--- src/rtl/rat_pkg.sv ---
// Shared RAT MCU definitions: address width, interrupt vector and PC source select.
package rat_pkg;
  localparam int ADDR_W = 10;
  localparam logic [ADDR_W-1:0] INTR_VEC = 10'h3FF;

  typedef enum logic [1:0] {
    PC_IMMED  = 2'd0,
    PC_RSTACK = 2'd1,
    PC_INTR   = 2'd2,
    PC_HOLD   = 2'd3
  } pc_sel_t;
endpackage

--- src/rtl/ret_stack.sv ---
// Hardware return-address stack for CALL/RET/RETI with a sticky overflow/underflow flag.
module ret_stack #(
  parameter int ADDR_W   = 10,
  parameter int RS_DEPTH = 8
) (
  input  logic              clk,
  input  logic              rst,
  input  logic              push,
  input  logic              pop,
  input  logic [ADDR_W-1:0] data,
  output logic [ADDR_W-1:0] top,
  output logic              full,
  output logic              empty,
  output logic              err
);
  localparam int IW = $clog2(RS_DEPTH);
  localparam int DW = IW + 1;

  logic [ADDR_W-1:0] mem [RS_DEPTH];
  logic [DW-1:0]     depth;
  logic [IW-1:0]     wr_idx, top_idx;

  assign full    = (depth == DW'(RS_DEPTH));
  assign empty   = (depth == '0);
  assign wr_idx  = depth[IW-1:0];
  // Modulo arithmetic makes depth==RS_DEPTH map onto the last slot.
  assign top_idx = depth[IW-1:0] - IW'(1);
  assign top     = empty ? '0 : mem[top_idx];

  always_ff @(posedge clk) begin
    if (rst) begin
      depth <= '0;
      err   <= 1'b0;
    end else if (push && pop) begin
      if (empty) depth <= depth + DW'(1);
    end else if (push) begin
      if (full) err <= 1'b1;
      else      depth <= depth + DW'(1);
    end else if (pop) begin
      if (empty) err <= 1'b1;
      else       depth <= depth - DW'(1);
    end
  end

  // Storage is left uninitialised; the depth counter alone defines validity.
  always_ff @(posedge clk) begin
    if (!rst) begin
      if (push && pop && !empty) mem[top_idx] <= data;
      else if (push && !full)    mem[wr_idx]  <= data;
    end
  end
endmodule

--- src/rtl/pc_unit.sv ---
// Program counter with next-address selection and an embedded return-address stack.
module pc_unit
  import rat_pkg::*;
#(
  parameter int RS_DEPTH = 8
) (
  input  logic              CLK,
  input  logic              RST,
  input  logic              PC_LD,
  input  logic              PC_INC,
  input  logic [1:0]        PC_SEL,
  input  logic [ADDR_W-1:0] IMMED_ADDR,
  input  logic              RS_PUSH,
  input  logic              RS_POP,
  output logic [ADDR_W-1:0] PC_COUNT,
  output logic [ADDR_W-1:0] RS_TOP,
  output logic              RS_FULL,
  output logic              RS_EMPTY,
  output logic              RS_ERR
);
  logic [ADDR_W-1:0] pc_next;
  pc_sel_t           sel;

  assign sel = pc_sel_t'(PC_SEL);

  // RS_TOP is the pre-pop value, so RET can load and pop in one cycle.
  always_comb begin
    pc_next = PC_COUNT;
    if (PC_LD) begin
      case (sel)
        PC_IMMED:  pc_next = IMMED_ADDR;
        PC_RSTACK: pc_next = RS_TOP;
        PC_INTR:   pc_next = INTR_VEC;
        default:   pc_next = PC_COUNT;
      endcase
    end else if (PC_INC) begin
      pc_next = PC_COUNT + ADDR_W'(1);
    end
  end

  always_ff @(posedge CLK) begin
    if (RST) PC_COUNT <= '0;
    else     PC_COUNT <= pc_next;
  end

  ret_stack #(.ADDR_W(ADDR_W), .RS_DEPTH(RS_DEPTH)) u_rs (
    .clk  (CLK),
    .rst  (RST),
    .push (RS_PUSH),
    .pop  (RS_POP),
    .data (PC_COUNT),
    .top  (RS_TOP),
    .full (RS_FULL),
    .empty(RS_EMPTY),
    .err  (RS_ERR)
  );
endmodule

--- config.mk ---
export PLATFORM = sky130hd
export DESIGN_NAME = pc_unit
export DESIGN_NICKNAME = d
export VERILOG_FILES = /design/src/rtl/rat_pkg.sv /design/src/rtl/ret_stack.sv /design/src/rtl/pc_unit.sv
export SDC_FILE = /design/constraint.sdc
export NUM_CORES = 1
export LEC_CHECK = 0
export CORE_MARGIN = 3
export CORE_UTILIZATION = 57
export CTS_CLUSTER_SIZE = 25
export DETAILED_ROUTE_END_ITERATION = 8
export GPL_TIMING_DRIVEN = 0
export PLACE_DENSITY = 0.79
export SETUP_SLACK_MARGIN = 0.02
export SLEW_MARGIN = 40
export SYNTH_ARGS = -nofsm -noshare
export SYNTH_HDL_FRONTEND = slang
export SYNTH_SLANG_ARGS = --single-unit
--- constraint.sdc ---
create_clock -name CLK -period 3.6 [get_ports CLK]
set_clock_uncertainty 0.05 [all_clocks]
set_input_delay 0.54 -clock CLK [delete_from_list [all_inputs] [get_ports CLK]]
set_output_delay 0.54 -clock CLK [all_outputs]
set_load 0.005 [all_outputs]
# ---- Word level (Yosys, flattened, before mapping)
# Memories as Yosys holds them, arrays and structs flattened.
# Cells that the tools add are included.
dict set report totals {
  reg_bits 15
  mem_bits_rw 80
  input_bits 18
  output_inout_bits 23
  elab_cells 56
  n_memories 1
}
# memory depth word_bits read_ports rd_ports_with_merged_regs write_ports line
set memory_table {}
lappend memory_table {u_rs.mem 8 10 1 0 1 ret_stack.sv:19} ;# logic [ADDR_W-1:0] mem [RS_DEPTH];
dict set report op_classes {
  n_addsub 4
  eq_ne 8
  muxes 24
  bitwise 1
  reduce_logical 15
}
# op n
set ops {}
lappend ops {{$mux 10} 4}
lappend ops {{$pmux 10 s3} 1}
lappend ops {{$mux 4} 6}
lappend ops {{$mux 1} 12}
lappend ops {{$add 10x1->10 const B} 1}
lappend ops {{$reduce_or 10->1} 1}
lappend ops {{$reduce_and 4->1} 2}
lappend ops {{$ne 3x3->1 const B} 2}
lappend ops {{$reduce_bool 2->1} 3}
lappend ops {{$add 4x1->4 const B} 1}
lappend ops {{$eq 4x4->1 const B} 1}
lappend ops {{$logic_not 4->1} 1}
lappend ops {{$ne 2x1->1 const B} 2}
lappend ops {{$ne 4x1->1 const B} 1}
lappend ops {{$sub 4x1->4 const B} 1}
lappend ops {{$logic_and 1x1->1} 3}
lappend ops {{$mux 3} 1}
lappend ops {{$reduce_bool 3->1} 1}
lappend ops {{$sub 3x1->3 const B} 1}
lappend ops {{$eq 2x1->1 const B} 1}
lappend ops {{$eq 2x2->1 const B} 1}
lappend ops {{$logic_not 1->1} 2}
lappend ops {{$logic_not 2->1} 1}
lappend ops {{$reduce_and 2->1} 1}
lappend ops {{$not 1->1} 1}

# ---- Depth between registers and ports, before layout
# Gate-level depths: netlist (run 1).
dict set report logic_depth {
  word_depth 9
  mapped_depth 12
  ltp_nobuf 8
}

# ---- Modules after synthesis
# From an unflattened synthesis (run 1), not the netlist that was laid out.
dict set report hier_totals {
  hier_cells 327
  hier_area_um2 4374.2
}
# module instances cells_each area_each_um2 seq_area_each_um2
set by_module_without_submodules {}
lappend by_module_without_submodules {ret_stack 1 209 3545.9 2502.4}
lappend by_module_without_submodules {pc_unit 1 118 828.3 200.2}

# ---- Least setup slack after synthesis (run 1)
# No wires, ideal clock.
dict set report synth_timing {
  kind {reg-to-reg}
  from {reg u_rs.depth[0]}
  to {mem u_rs.mem[1][0] (enable)}
  setup_ps 376
  arrival_ps 2488
  setup_slack_ps 686
  stages_incl_launch_ff 13
  period_less_slack_ps 2914
  cell_sequence {dfxtp_1 buf_6 buf_12 buf_6 inv_1 ha_1 buf_2 and3b_1 buf_2 a211o_1 mux2i_1 nand2_1 nor2_1}
}
dict set report synth_between {
  elab_chain_cells 9
  elab_cells_between_ends 17
  cone_classes {1 x add/sub; 1 x eq/ne; 9 x mux; 6 x reduce/logical}
}
# item line
set synth_rtl {}
lappend synth_rtl {{start, declared} ret_stack.sv:20} ;# logic [DW-1:0] depth;
lappend synth_rtl {{start signal, assigned} ret_stack.sv:35} ;# if (empty) depth <= depth + DW'(1);
lappend synth_rtl {{start signal, assigned} ret_stack.sv:38} ;# else depth <= depth + DW'(1);
lappend synth_rtl {{start signal, assigned} ret_stack.sv:41} ;# else depth <= depth - DW'(1);
lappend synth_rtl {{$eq 4x4->1 *} ret_stack.sv:23} ;# assign full = (depth == DW'(RS_DEPTH));
lappend synth_rtl {{via RS_FULL} pc_unit.sv:17} ;# output logic RS_FULL,
lappend synth_rtl {{$logic_not 1->1 *} ret_stack.sv:49} ;# else if (push && !full) mem[wr_idx] <= data;
lappend synth_rtl {{$logic_and 1x1->1 *} ret_stack.sv:49}
lappend synth_rtl {{$mux 1 *} ret_stack.sv:49}
lappend synth_rtl {{$mux 1 *} ret_stack.sv:48} ;# if (push && pop && !empty) mem[top_idx] <= data;
lappend synth_rtl {{$mux 1 *} ret_stack.sv:47} ;# if (!rst) begin
lappend synth_rtl {{$mux 1 (not written as such) *} ret_stack.sv:49}
lappend synth_rtl {{$reduce_or 10->1 (no line)} n/a}
lappend synth_rtl {{$mux 3 (no line) / $mux 1 (equally long branches)} n/a}
lappend synth_rtl {{end, declared} ret_stack.sv:19}
# The timed path passes the listed nets; every way through them passes the cells marked *.

# ---- Final worst setup path (run 1)
dict set report layout_timing {
  from {reg u_rs.depth[0]}
  to {out RS_TOP[0]}
}
dict set report layout_between {
  elab_chain_cells 3
  elab_cells_between_ends 4
  cone_classes {1 x add/sub; 1 x mux; 1 x reduce/logical; 1 x memory}
}
# item line
set layout_rtl {}
lappend layout_rtl {{$sub 3x1->3} ret_stack.sv:27} ;# assign top_idx = depth[IW-1:0] - IW'(1);
lappend layout_rtl {{$mem_v2 8x10} n/a}
lappend layout_rtl {{$mux 10 *} ret_stack.sv:28} ;# assign top = empty ? '0 : mem[top_idx];
lappend layout_rtl {{end, declared} pc_unit.sv:16} ;# output logic [ADDR_W-1:0] RS_TOP,
# Every way passes the cells marked *; elsewhere a longest branch is shown, timed or not.

==> results of run 1 <==
synthesized netlist by cell type, types with 2 or more instances:
master,number
edfxtp_1,80
o21ai_0,23
nor2_1,21
a21oi_1,18
dfxtp_1,15
mux4_2,13
nand2_1,13
buf_2,12
and3_1,11
o21ai_1,11
inv_1,10
a211o_1,7
clkbuf_1,7
mux4_1,7
ha_1,6
nand2_2,5
nor2b_1,5
o21ai_2,5
mux2i_1,4
nand4_1,4
o221a_2,4
a31oi_1,3
and2_1,3
nand2b_1,3
nand3_1,3
nor3_1,3
xnor2_1,3
buf_6,2
clkinv_1,2
o221ai_1,2
o22ai_1,2
o31ai_1,2
repair_timing:
item | CTS | global route
pin swaps | 0 | 3
gates resized for setup | 9 | 6
endpoints found under the setup margin | 10 | 6
hold endpoints to repair | 0 | 0
buffers inserted | 2 | 4
worst max-delay path: cells and delay by family (launching register included):
| family | cells | cell delay (ns) |
|---|---|---|
| flip-flops | 1 | 0.36 |
| AO/OA/AOI/OAI | 1 | 0.11 |
| adder cells (fa/ha/maj) | 1 | 0.32 |
| buffers and inverters | 7 | 1.30 |
| multiplexers | 1 | 0.29 |
| AND/OR/NAND/NOR | 1 | 0.11 |
how the worst max path moves through the flow:
stage	end	slack [ns]	cells after the start
global placement	RS_TOP[5]	-0.08	11
global route	RS_TOP[0]	0.02	11
CTS	RS_TOP[5]	0.04	11
detailed placement	RS_TOP[5]	-0.05	11
finish	RS_TOP[0]	0.16	11
floorplan	u_rs.mem[1][0]$_DFFE_PP_	0.69	12
layout make-up:
type,count,area [µm²],share of cell area (%)
multi-input cells,198,1620,30.7
repair buffers,43,420,7.95
inverters,12,48.8,0.923
flip-flops and latches,95,2700,51.1
well taps,99,124,2.34
clock buffers,9,124,2.34
clock inverters,7,92.6,1.75
plain buffers,22,153,2.89
power by group through the flow:
stage	clock network [mW]	registers [mW]	logic [mW]
floorplan	0	1.44	1.03
global placement	0	1.47	1.60
detailed placement	0	1.48	1.64
CTS	0.762	1.45	1.74
global route	0.816	1.47	1.94
finish	0.754	1.46	1.81
layout by cell type, fill, tap and decap left out, types with 7 or more instances in the layout:
cell type        count
clkbuf_8             9
nor2_1              13
clkbuf_1             7
inv_1                9
buf_4                7
buf_2                9
a211o_1              7
clkdlybuf4s50_1     35
nand2_1             12
o21ai_0             22
mux4_2              13
and3_1              11
o21ai_1             12
mux4_1               7
dfxtp_1             15
a21oi_1             18
edfxtp_1            80
nor2_2               8
cell families (layout without fill, tap and decap cells):
logic type | count (synthesis) | after routing | share of synthesized area (%)
adders and majority gates | 6 | 6 | 1.68
xor gates and xnor gates | 4 | 4 | 0.786
DFF | 95 | 95 | 60.6
buffers and inverters | 34 | 93 | 3.90
and+or+nand+nor | 79 | 79 | 9.23
muxes | 25 | 25 | 11.8
AOI/OAI and AO/OA | 84 | 84 | 12.0
per-stage QoR:
step / total power, mW / setup WS (ns)
6_report: 4.02 / 0.160
5_1_grt: 4.23 / 0.0228
4_1_cts: 3.95 / 0.0430
3_5_place_dp: 3.12 / -0.0456
3_3_place_gp: 3.07 / -0.0784
2_1_floorplan: 2.47 / 0.686
sequential cells by signal, indices dropped and copies added (netlist names):
signal and cells:
u_rs.mem 80, PC_COUNT 10, u_rs.depth 4, u_rs.err 1
layer usage:
layer / GRT usage, % / up-vias
met5: 0 / -
met4: 10.3 / 0
met3: 5.82 / 31
met2: 41.0 / 181
met1: 33.0 / 1517
li1: - / 1379
==> flow_summary_export.csv, run 1 <==
group,metric,value,unit
pwr,power.density,761,nW/µm²
critical_path,cpMostUsedCell,"buf_6",
place,io_buffers,37,
place,dp_cells,463,
routing,wl_met3,841,µm
global_routing,grt_usage,25.2,%
clock_tree,clk_latency,0.35,ns
hold_path,whs_endpoint,"u_rs.err$_SDFFE_PP0P_",
synth,seq_area_frac_synth,60.6,%
critical_path,r2r_setup_slack,0.39,ns
critical_path,endpoint_kind,"output port",
routing,topRoutingLayerUsed,"met4",
clock_tree,numCtsBuffers,9,
pwr,p_int,2.65,mW
critical_path,r2r_start,"u_rs.depth[0]$_SDFFE_PP0P_",
critical_path,worst-r2r-cell-count,12,
sta,rsz0062_at_grt,"false",
critical_path,crit_chain,"buf_6 > buf_12 > buf_12 > clkinvlp_4 > ha_4 > buf_6 > buf_6 > mux4_2 > o21ai_1 > nand2_2 > clkdlybuf4s50_1",
synth,syn_area,4460,µm²
hold_path,hold_path_class,"flop to flop",
sta,whs,0.462,ns
synth,netlist_top_cells_area,"edfxtp_1, dfxtp_1, mux4_2",
finish,final_core_util,71.4,%
synth,synth_cell_types,50,
hold_path,hold_depth,2,
pwr,pwr-share-seq,36.2,%
clock_tree,cts_tree,"done",
finish,drive_gt1_share,20.2,%
die,fp.dieH,94.5,µm
hold_path,hp-start,"u_rs.err$_SDFFE_PP0P_",
critical_path,cp.required,3.01,ns
routing,wirelength,10400,µm
global_routing,grt_pass1_wl,16200,µm
sta,max_clock_freq,0.291,GHz
clock_tree,hold_buffers,0,
synth,synth_top_area_share,53.9,%
global_routing,grt_max_degree,17,
critical_path,cp-start-kind,"flop",
place,gp_congestion,0.863,
critical_path,crit_fanout,10,
critical_path,cp_slowest_stage_delay,0.45,ns
pwr,power_switching,1.37,mW
routing,dr_wl_met2,5090,µm
sta,finalSetupViolCount,0,
pwr,p_comb_share,45.1,%
clock_tree,clockBufferDepth,2,
synth,synthFlopType,"edfxtp_1",
die,num_rows,31,
sta,max_slew_margin,52.0,%
global_routing,antenna_found_initial,0,
place,dp_hpwl,7060,µm
pwr,vdd_drop_max,0.412,mV
outcome,status,"complete, no violations",
sta,min_period_over_period,95.6,%
finish,diodes,0,
die,core,7410,µm²
synth,yosysTopAreaCell,"edfxtp_1",
pwr,p_sw_share,34.0,%
sta,hold_viol,0,
die,die_x,94.5,µm
global_routing,grt_overflow_total,0,
critical_path,cp.arrival,2.85,ns
synth,synth_edf_count,80,
synth,async_reset_ff_share,0,%
global_routing,grt_pass1_vias,3014,
finish,layout.nets,405,
synth,synth.avg_cell_area,13.6,µm²
finish,finalInstanceArea,5290,µm²
clock_tree,clkSlewWorstSetupHoldPaths,0.09,ns
sta,worstMarginPinSlew,0.712,ns
pwr,leakage,1.94,nW
routing,ant_nets,0,
synth,netlist_instances,327,
pwr,power_frac_clock,18.7,%
finish,fill_cells,501,
die,die_area,8920,µm²
finish,fin_cells,485,
flow_run,drv_cap,0,
routing,vias,3108,
clock_tree,h-tree-depth,3,
critical_path,critPathLaunch,"u_rs.depth[0]$_SDFFE_PP0P_",
routing,drc,0,
die,start_util,60.2,%
synth,yosysWarnings,0,
place,place_area,4970,µm²
critical_path,critical_path_class,"flop to output port",
critical_path,r2r-end,"u_rs.mem[4][4]$_DFFE_PP_",
sta,maxSlewViolCount,0,
clock_tree,cts.root.buffer_cell,"clkbuf_8",
routing,wl_per_cell,21.5,µm
critical_path,cpMaxStageDelayCell,"clkdlybuf4s50_1",
sta,fin_tns_setup,0,ns
routing,m1WireLength,4160,µm
synth,ys_ff_latch,95,
routing,initialDrtViolationCount,316,
routing,vias_per_cell,6.41,
routing,firstDrtPassIters,5,
synth,syn-num-nets,351,
clock_tree,cts_num_sinks,95,
sta,min_period,3.44,ns
finish,syn2layout_area_growth,18.6,%
die,top_level_ports,41,
No activity file was read; power rests on OpenSTA's default activity.
==> run 2: changes to the inputs <==
--- a/config.mk
+++ b/config.mk
@@ -9,7 +9,6 @@
 export CORE_UTILIZATION = 57
 export CTS_CLUSTER_SIZE = 25
 export DETAILED_ROUTE_END_ITERATION = 8
-export GPL_TIMING_DRIVEN = 0
 export PLACE_DENSITY = 0.79
 export SETUP_SLACK_MARGIN = 0.02
 export SLEW_MARGIN = 40
==> run 2 against run 1 <==
Net effect:
- first-iteration DRC count decreased by 31%
- critical path type unchanged
- register-to-register slack improved by 0.50 ns
- critical path depth is 5 lower
- maximum frequency grew 3.3%
- cell count is 2.9% lower
- global-route usage shrank 1.2 points
- non-clock buffer count decreased by 14
- die area did not move
- count of clock-buffer cells in the layout did not move
- combinational power fell by 11%
- worst setup slack improved by 0.11 ns
==> flow_summary_export.csv, run 2 (synthesis gave the netlist of run 1 again) <==
group,metric,value,unit
outcome,status,"complete, no violations",
routing,wirelength,9850,µm
clock_tree,cts_tree,"done",
clock_tree,cts.root.buffer_cell,"clkbuf_8",
clock_tree,postCtsSetupBuffers,0,
place,dp_hpwl,6620,µm
finish,reg_top3,"u_rs.mem x80, PC_COUNT x10, u_rs.depth x4",
global_routing,antenna_found_initial,0,
sta,min_period,3.33,ns
clock_tree,numCtsBuffers,9,
critical_path,critPathLaunch,"u_rs.depth[1]$_SDFFE_PP0P_",
sta,fin_tns_setup,0,ns
global_routing,grt_pass1_vias,2864,
pwr,vdd_drop_max,0.417,mV
sta,max_slew_margin,49.1,%
critical_path,cp.required,3.01,ns
die,top_level_ports,41,
hold_path,hp-start,"u_rs.err$_SDFFE_PP0P_",
finish,fin_cells,471,
sta,rsz0062_at_grt,"false",
global_routing,grt_usage,24.0,%
place,place_area,4950,µm²
die,start_util,60.2,%
critical_path,cp-start-kind,"flop",
pwr,leakage,1.86,nW
clock_tree,hold_buffers,0,
sta,maxSlewViolCount,0,
routing,drc,0,
critical_path,cp.arrival,2.74,ns
clock_tree,clk_latency,0.36,ns
routing,initialDrtViolationCount,219,
routing,ant_nets,0,
die,die_x,94.5,µm
finish,layout.nets,391,
clock_tree,post_cts_resized,0,
critical_path,cp_slowest_stage_delay,0.64,ns
critical_path,path_buf_inv,2,
finish,finalInstanceArea,5150,µm²
hold_path,hold_path_class,"flop to flop",
place,io_buffers,40,
global_routing,grt_pass1_wl,15700,µm
critical_path,crit_family,"simple AND/OR/NAND/NOR gates",
finish,final_cell_mix,"edfxtp_1, clkdlybuf4s50_1, o21ai_0",
finish,diodes,0,
finish,multi_input_area,1580,µm²
finish,final_core_util,69.5,%
die,fp.dieH,94.5,µm
critical_path,endpoint_kind,"output port",
sta,worstMarginPinSlew,0.761,ns
sta,finalSetupViolCount,0,
routing,vias_per_cell,6.32,
place,dp_cells,455,
sta,max_clock_freq,0.300,GHz
finish,fill_cells,502,
clock_tree,cts_num_sinks,95,
global_routing,grt_max_degree,27,
finish,largest_register_ffs,80,
finish,drive_gt1_share,15.3,%
critical_path,crit_chain,"inv_1 > ha_1 > nor2b_1 > o21ai_0 > nand2_2 > clkdlybuf4s50_1",
critical_path,cpMaxStageDelayCell,"nor2b_1",
clock_tree,clkSlewWorstSetupHoldPaths,0.10,ns
critical_path,crit_fanout,10,
die,die_area,8920,µm²
sta,min_period_over_period,92.5,%
routing,vias,2979,
routing,firstDrtPassIters,5,
pwr,power,3.76,mW
global_routing,grt_overflow_total,0,
die,core,7410,µm²
finish,syn2layout_area_growth,15.4,%
place,gp_congestion,0.860,
finish,seq_area,2700,µm²
pwr,power.density,730,nW/µm²
flow_run,drv_cap,0,
critical_path,critical_path_class,"flop to output port",
clock_tree,clockBufferDepth,2,
critical_path,r2r_start,"u_rs.depth[1]$_SDFFE_PP0P_",
finish,final_common_cell,"edfxtp_1",
clock_tree,h-tree-depth,3,
sta,hold_viol,0,
die,num_rows,31,
routing,wl_per_cell,20.9,µm
finish,largest_register,"u_rs.mem",
-- run 2: cell types whose count changed in the layout (fill, tap and decap cells not counted), moves of 2 or more --
cell,previous run,this run
buf_2,9,0
nor2_1,13,21
clkbuf_1,7,0
nor2_2,8,1
clkdlybuf4s50_1,35,40
inv_8,0,4
buf_4,7,10
buf_6,3,0
clkinv_2,3,0
bufinv_16,2,0
dlymetal6s2s_1,2,0
-- run 2: area by class of cell --
cell class / count / share of cell area (%)
flip-flops and latches: 95 / 52.5
clock inverters: 7 / 1.39
well taps: 99 / 2.41
multi-input cells: 198 / 30.8
repair buffers: 51 / 9.63
clock buffers: 9 / 2.41
inverters: 12 / 0.875
-- run 2: routing by layer --
| metal | up-vias | GRT usage [%] | routed length [µm] |
|---|---|---|---|
| met5 | - | 0 | 0 |
| met4 | 0 | 7.81 | 199 |
| met3 | 22 | 4.06 | 655 |
| met2 | 144 | 38.8 | 4800 |
| met1 | 1464 | 33.6 | 4200 |
| li1 | 1349 | - | - |
-- run 2: metrics by stage --
step,hold WS [ns],worst slack [ns]
after floorplan,0.411,0.686
after global placement,0.408,0.722
after detailed placement,0.422,0.649
after CTS,0.446,0.295
after global routing,0.468,0.0544
final,0.437,0.269
-- run 2: worst paths after layout --
| path | cells after the start | end | slack [ns] |
|---|---|---|---|
| worst max register to register | 8 | u_rs.mem[3][5]$_DFFE_PP_ | 0.89 |
| worst min-delay path | 2 | u_rs.err$_SDFFE_PP0P_ | 0.44 |
| worst min register to register | 2 | u_rs.err$_SDFFE_PP0P_ | 0.44 |
| worst max-delay path | 6 | RS_TOP[4] | 0.27 |
-- run 2: worst register-to-register path: stages (launching register included) --
cell and delay [ns]:
dfxtp_1 0.46, inv_1 0.07, ha_1 0.29, and3b_1 0.39, a21oi_1 0.21, and3_1 0.21, o21ai_1 0.10, nor2_1 0.40
buf_4 0.26
-- run 2: power breakdown --
part	switching (mW)	total (mW)	internal [mW]
clock	0.408	0.684	0.277
combinational	0.826	1.61	0.787
sequential	0.106	1.46	1.35
==> run 3: changes to the inputs <==
--- a/config.mk
+++ b/config.mk
@@ -9,6 +9,7 @@
 export CORE_UTILIZATION = 57
 export CTS_CLUSTER_SIZE = 25
 export DETAILED_ROUTE_END_ITERATION = 8
+export HOLD_SLACK_MARGIN = 0.06
 export PLACE_DENSITY = 0.79
 export SETUP_SLACK_MARGIN = 0.02
 export SLEW_MARGIN = 40
==> results of run 3 <==
No change in the layout: final DEF, timing and power equal those of run 2.
